==> config.mk <==
export PLATFORM = sky130hd
export DESIGN_NAME = bus_cmd_issuer
export DESIGN_NICKNAME = d
export VERILOG_FILES = /design/src/rtl/bus_cmd_issuer.sv
export SDC_FILE = /design/constraint.sdc
export NUM_CORES = 1
export LEC_CHECK = 0
export ABC_AREA = 1
export BUFFER_PORTS_ARGS = -buffer_cell sky130_fd_sc_hd__buf_2
export CORE_ASPECT_RATIO = 0.7
export CORE_MARGIN = 4
export CORE_UTILIZATION = 45
export DETAILED_ROUTE_END_ITERATION = 10
export GPL_ROUTABILITY_DRIVEN = 0
export GPL_TIMING_DRIVEN = 0
export PLACE_DENSITY = 0.74
export SYNTH_ARGS = -nofsm -noshare
export SYNTH_HDL_FRONTEND = slang
export SYNTH_SLANG_ARGS = --single-unit
==> constraint.sdc <==
create_clock -name clk -period 2.3 [get_ports clk]
set_input_delay 0.69 -clock clk [delete_from_list [all_inputs] [get_ports clk]]
set_output_delay 0.69 -clock clk [all_outputs]
set_load 0.01 [all_outputs]
==> src/rtl/bus_cmd_issuer.sv <==
// bus_cmd_issuer
//   Master-side command driver for the dual-bus system. Commands arrive on a
//   valid/ready port and are buffered in a small FIFO. They are issued one at
//   a time on the master port as a one-cycle mwvalid pulse. Each transfer is
//   tracked until mready goes low and then high again, or until a timeout.
//   Completion is reported as a one-cycle response.
//
// Ports
//   clk, rst                        clock, synchronous active-high reset
//   cmd_valid/cmd_ready             command handshake (ready = FIFO not full)
//   cmd_addr/cmd_wdata/cmd_wen      command payload
//   maddr/mwdata/wen                bus address / write data / write enable
//   mwvalid                         one-cycle transfer-start pulse
//   mready                          bus idle (1) / busy (0)
//   mrdata                          bus read data, sampled when mready returns
//   rsp_valid                       one-cycle completion pulse
//   rsp_rdata/rsp_wen/rsp_timeout   completion payload
//   busy                            FIFO non-empty or transfer in flight
module bus_cmd_issuer #(
  parameter int unsigned ADDR_WIDTH = 16,
  parameter int unsigned DATA_WIDTH = 8,
  parameter int unsigned FIFO_DEPTH = 4,
  parameter int unsigned TIMEOUT    = 255
) (
  input  logic                  clk,
  input  logic                  rst,
  input  logic                  cmd_valid,
  output logic                  cmd_ready,
  input  logic [ADDR_WIDTH-1:0] cmd_addr,
  input  logic [DATA_WIDTH-1:0] cmd_wdata,
  input  logic                  cmd_wen,
  output logic [ADDR_WIDTH-1:0] maddr,
  output logic [DATA_WIDTH-1:0] mwdata,
  output logic                  wen,
  output logic                  mwvalid,
  input  logic                  mready,
  input  logic [DATA_WIDTH-1:0] mrdata,
  output logic                  rsp_valid,
  output logic [DATA_WIDTH-1:0] rsp_rdata,
  output logic                  rsp_wen,
  output logic                  rsp_timeout,
  output logic                  busy
);

  localparam int unsigned PW   = $clog2(FIFO_DEPTH);
  localparam int unsigned CNTW = PW + 1;
  localparam int unsigned EW   = ADDR_WIDTH + DATA_WIDTH + 1;
  localparam int unsigned TW   = $clog2(TIMEOUT + 1);

  localparam logic [CNTW-1:0] FULL_CNT = CNTW'(FIFO_DEPTH);
  localparam logic [TW-1:0]   TO_LAST  = TW'(TIMEOUT - 1);

  typedef enum logic [2:0] {
    IDLE,
    ISSUE,
    WAIT_LOW,
    WAIT_HIGH,
    RESP
  } state_t;

  state_t state;

  logic [EW-1:0]         mem [FIFO_DEPTH];
  logic [PW-1:0]         wr_ptr;
  logic [PW-1:0]         rd_ptr;
  logic [CNTW-1:0]       count;
  logic [TW-1:0]         tcnt;
  logic                  push;
  logic                  pop;
  logic [EW-1:0]         head;
  logic [ADDR_WIDTH-1:0] h_addr;
  logic [DATA_WIDTH-1:0] h_wdata;
  logic                  h_wen;

  assign cmd_ready = (count != FULL_CNT);
  assign push      = cmd_valid && cmd_ready;
  // Pop only when the bus is idle, so a command is never issued into a busy bus.
  assign pop       = (state == IDLE) && (count != '0) && mready;
  assign head      = mem[rd_ptr];
  assign {h_addr, h_wdata, h_wen} = head;
  assign busy      = (count != '0) || (state != IDLE);

  // FIFO storage has no reset; occupancy is tracked entirely by count.
  always_ff @(posedge clk) begin
    if (push) begin
      mem[wr_ptr] <= {cmd_addr, cmd_wdata, cmd_wen};
    end
  end

  always_ff @(posedge clk) begin
    if (rst) begin
      wr_ptr <= '0;
      rd_ptr <= '0;
      count  <= '0;
    end else begin
      if (push) begin
        wr_ptr <= wr_ptr + PW'(1);
      end
      if (pop) begin
        rd_ptr <= rd_ptr + PW'(1);
      end
      case ({push, pop})
        2'b10:   count <= count + CNTW'(1);
        2'b01:   count <= count - CNTW'(1);
        default: count <= count;
      endcase
    end
  end

  // tcnt counts WAIT_LOW/WAIT_HIGH cycles from zero. The transfer is abandoned
  // on the cycle where the count would reach TIMEOUT. As a result, the response
  // lands TIMEOUT+1 cycles after ISSUE.
  always_ff @(posedge clk) begin
    if (rst) begin
      state       <= IDLE;
      maddr       <= '0;
      mwdata      <= '0;
      wen         <= 1'b0;
      mwvalid     <= 1'b0;
      rsp_valid   <= 1'b0;
      rsp_rdata   <= '0;
      rsp_wen     <= 1'b0;
      rsp_timeout <= 1'b0;
      tcnt        <= '0;
    end else begin
      mwvalid   <= 1'b0;
      rsp_valid <= 1'b0;
      case (state)
        IDLE: begin
          if (pop) begin
            maddr   <= h_addr;
            wen     <= h_wen;
            mwdata  <= h_wen ? h_wdata : '0;
            mwvalid <= 1'b1;
            state   <= ISSUE;
          end
        end
        ISSUE: begin
          tcnt  <= '0;
          state <= WAIT_LOW;
        end
        WAIT_LOW: begin
          if (tcnt == TO_LAST) begin
            rsp_valid   <= 1'b1;
            rsp_wen     <= wen;
            rsp_rdata   <= '0;
            rsp_timeout <= 1'b1;
            state       <= RESP;
          end else begin
            tcnt <= tcnt + TW'(1);
            if (!mready) begin
              state <= WAIT_HIGH;
            end
          end
        end
        WAIT_HIGH: begin
          if (mready) begin
            rsp_valid   <= 1'b1;
            rsp_wen     <= wen;
            rsp_rdata   <= wen ? '0 : mrdata;
            rsp_timeout <= 1'b0;
            state       <= RESP;
          end else if (tcnt == TO_LAST) begin
            rsp_valid   <= 1'b1;
            rsp_wen     <= wen;
            rsp_rdata   <= '0;
            rsp_timeout <= 1'b1;
            state       <= RESP;
          end else begin
            tcnt <= tcnt + TW'(1);
          end
        end
        RESP: begin
          state <= IDLE;
        end
        default: begin
          state <= IDLE;
        end
      endcase
    end
  end

endmodule

==> summary.md <==
| Metric | Value |
|---|---|
| Layout cells sized above 1 | `between 20% and 30%` |
| Mapped Area | `0.006173 mm²` |
| Synth top area share | `about 49%` |
| Remaining global-route overflow | `0` |
| Netlist cell types | `33` |
| Num CTS Buffers | `17` |
| Fin crit period | `about 2.1 ns` |
| Port Buffers | `75` |
| Vias in the first global route | `~4500` |
| Hold_ws | `~0.46 ns` |
| Endpoints failing setup | `0` |
| Diode count | `0` |
| Max cap viols | `0` |
| Worst slack at placement | `-0.3391 ns` |
| Drt pass-1 iters | `5` |
| Synth area leaders | `edfxtp_1 (49%), dfxtp_1 (18%), nor2_1 (7.9%), o21ai_0 (6.0%), nand2_1 (3.6%)` |
| Simple-Gate Fraction of Synth Area | `between 10% and 20%` |
| Share of the yosys chip area belonging to registers | `about 67%` |
| Reg power frac | `a little over two fifths` |
| Final ANT Viol Nets | `0` |
| Count of final hold-check violations | `0` |
| Row cnt | `35` |
| Gate Count Post-Synth | `roughly 580` |
| Starting density of the core | `between 40% and 50%` |
| Via Count | `around 4500` |
| TritonCTS clock tree | `built` |
| Arr. time, crit path | `~1.4 ns` |
| Synth warnings | `0` |
| Hold path start | `mwdata[2]$_SDFFE_PP0P_` |
| Syn nets | `620` |
| DRC errors left | `0` |
| FFs w/ async S/R, synth | `0%` |
| Crit. End Element | `output pin` |
| Total Routing Usage GR | `between 10% and 20%` |
| Leakage | `between 2 and 3 nW` |
| Skew final | `approximately 0.0076 ns` |
| H-tree levels | `4` |
| Cts hold-fix bufs | `0` |
| First-pass GRT wire length | `~23000 µm` |
| Crit Path Max Fanout | `4` |
| Combinational power share | `around 26%` |
| Busiest grt layer | `met2` |
| Cell with the most instances after synthesis | `nor2_1` |
| Global Route met2 Usage | `a little under a third` |
| P_sw | `between 0.002 and 0.003 W` |
| Hold/Removal Path Class | `reg2reg` |
| Switching share of power | `roughly a third` |
| Register bit total from synthesis | `157` |
| Post-synth EDFFs | `100` |
| Status | `complete, no violations` |
| Layout Nets | `~720` |
| Main combinational cell family by area after synthesis | `simple AND/OR/NAND/NOR gates` |
| Critical Path RT | `1.61 ns` |
| Synth-to-layout area growth | `20.90%` |
| Vias/cell | `5.202` |
| Setup TNS | `0 ns` |
| Clock transition at the registers of the reported paths | `0.06 ns` |
| Die H | `about 110 µm` |
| P per Cell Area | `1140 mW/mm²` |
| Synth Area in XOR/XNOR | `less than 1%` |
| Slew HR | `around two fifths` |
| Met1 usage | `25.38%` |
| CTS root buf | `clkbuf_16` |
| Number of DRC markers in iteration 0 | `around 350` |
| Post-synthesis adder-cell area fraction | `1.743%` |
| CP startpoint kind | `flop` |
| Peak supply drop | `roughly 650 µV` |
| Grt met3 use | `about 4.2%` |
| DPL Wire Length | `around 9600 µm` |
| Tightest Pin Transition | `roughly 0.9 ns` |
| Synth Flop Type | `edfxtp_1` |
| TritonCTS sink count | `between 150 and 200` |
| Largest net degree at the start of global routing | `26` |
| Ports | `76` |
| Top post-synthesis cells by count | `nor2_1 (130), edfxtp_1 (100), o21ai_0 (74)` |
| Fin. max-slew vios | `0` |
| Share of total power in the clock network | `between 30% and 40%` |
| RSZ-0062 raised after global routing | `no` |
| Final Core Density | `56.06%` |
| WS Path Type | `reg2out` |
| Antenna violations before repair | `0` |
| Clock latency on the worst-skew pair | `0.42 ns` |
| Post-Syn Area per Cell | `between 10 and 15 µm²` |
| Routed wire length | `14460 µm` |
| Core footprint | `between 0.01 and 0.015 mm²` |
| Mux contribution to synthesized area | `0%` |
| PnR worst setup slack | `approximately 0.22 ns` |
| Max Root-Sink Buffers | `2` |
| Internal power | `between 0.005 and 0.006 W` |
| Complex-gate fraction of the synthesized area | `10.50%` |
| Die width | `148.0 µm` |
| Area of the die | `0.01569 mm²` |
| Achievable frequency | `about 480 MHz` |
| Largest area contributor in the netlist | `edfxtp_1` |
| Final period util | `90.52%` |
| RR Startpoint | `count[0]$_SDFFE_PP0P_` |
| First element of the critical path | `state[0]$_SDFFE_PP0P_` |
| Avg WL per Cell | `around 17 µm` |
cell type report:
type                    instances  area [µm²]
plain buffers                  27       153.9
clock buffers                  21       503.0
clock inverters                11       90.09
fillers                      1093        5849
inverters                      29       116.4
multi-input cells             361        1797
flip-flops and latches        157        4144
well taps                     185       231.5
repair buffers                 81       427.9
power by group through the flow:
stage               sequential [W]  clock (W)  combinational (W)
finish                     0.00354    0.00276            0.00220
global route               0.00358    0.00294            0.00243
CTS                        0.00355    0.00279            0.00215
detailed placement         0.00360          0            0.00211
global placement           0.00359          0            0.00201
floorplan                  0.00365          0            0.00130
through the flow:
step	cells	power (W)	area, µm²
4_1_cts	868	0.008485	7423
3_5_place_dp	836	0.005711	6820
2_1_floorplan	575	0.004957	6173
6_report	872	0.008510	7463
5_1_grt	872	0.008952	7463
3_3_place_gp	835	0.005594	6780
worst max-delay path: stages, from the launching register on:
cell and delay, ns:
dfxtp_1 0.35, nor3_4 0.23, buf_4 0.17, nand4_1 0.07, buf_2 0.15
cells in the final DEF, fill, tap and decap left out, types with 6 or more instances in the layout:
| cell type | n |
|---|---|
| edfxtp_1 | 100 |
| clkbuf_16 | 19 |
| inv_1 | 25 |
| o22ai_1 | 16 |
| inv_6 | 6 |
| ha_1 | 7 |
| o21ai_0 | 73 |
| clkbuf_1 | 13 |
| nand2_1 | 58 |
| nor2_4 | 7 |
| dfxtp_1 | 57 |
| a21oi_1 | 27 |
| nand3_1 | 20 |
| nor2_1 | 126 |
| buf_4 | 7 |
| buf_2 | 80 |
cells by family (layout without fill, tap and decap cells):
logic type               Yosys count  count (layout)
adder cells (fa/ha/maj)            8               8
AO/OA/AOI/OAI                    123             123
flip-flops                       157             157
buffers and inverters             57             169
XOR/XNOR                           3               3
AND/OR/NAND/NOR                  227             227
what timing repair did:
item / 4_1_cts / 5_1_grt
pin swaps: 1 / 1
setup endpoints to repair: 1 / 1
resized for setup: 3 / 5
setup buffers: 1 / 4
state kept, by name, indices dropped and copies added (netlist names), named ones only:
register / flops
maddr: 16
rd_ptr: 2
count: 3
rsp_timeout: 1
mwvalid: 1
rsp_wen: 1
mem: 100
tcnt: 8
wr_ptr: 2
rsp_valid: 1
rsp_rdata: 8
wen: 1
state: 3
mwdata: 8
final timing paths:
| check | slack (ns) | endpoint | cells past startpoint |
|---|---|---|---|
| hold reg to reg | 0.46 | mwdata[2]$_SDFFE_PP0P_ | 2 |
| setup reg to reg | 0.22 | count[2]$_SDFFE_PP0P_ | 11 |
| hold / removal | 0.46 | mwdata[2]$_SDFFE_PP0P_ | 2 |
| setup / recovery | 0.22 | busy | 4 |
routing by layer:
layer | routed length (µm) | vias up
met5 | 0 | -
met1 | 6566 | 2193
met3 | 851 | 24
met4 | 207 | 0
met2 | 6832 | 144
li1 | - | 2175
Note: power is estimated with default switching activity, not from simulation.
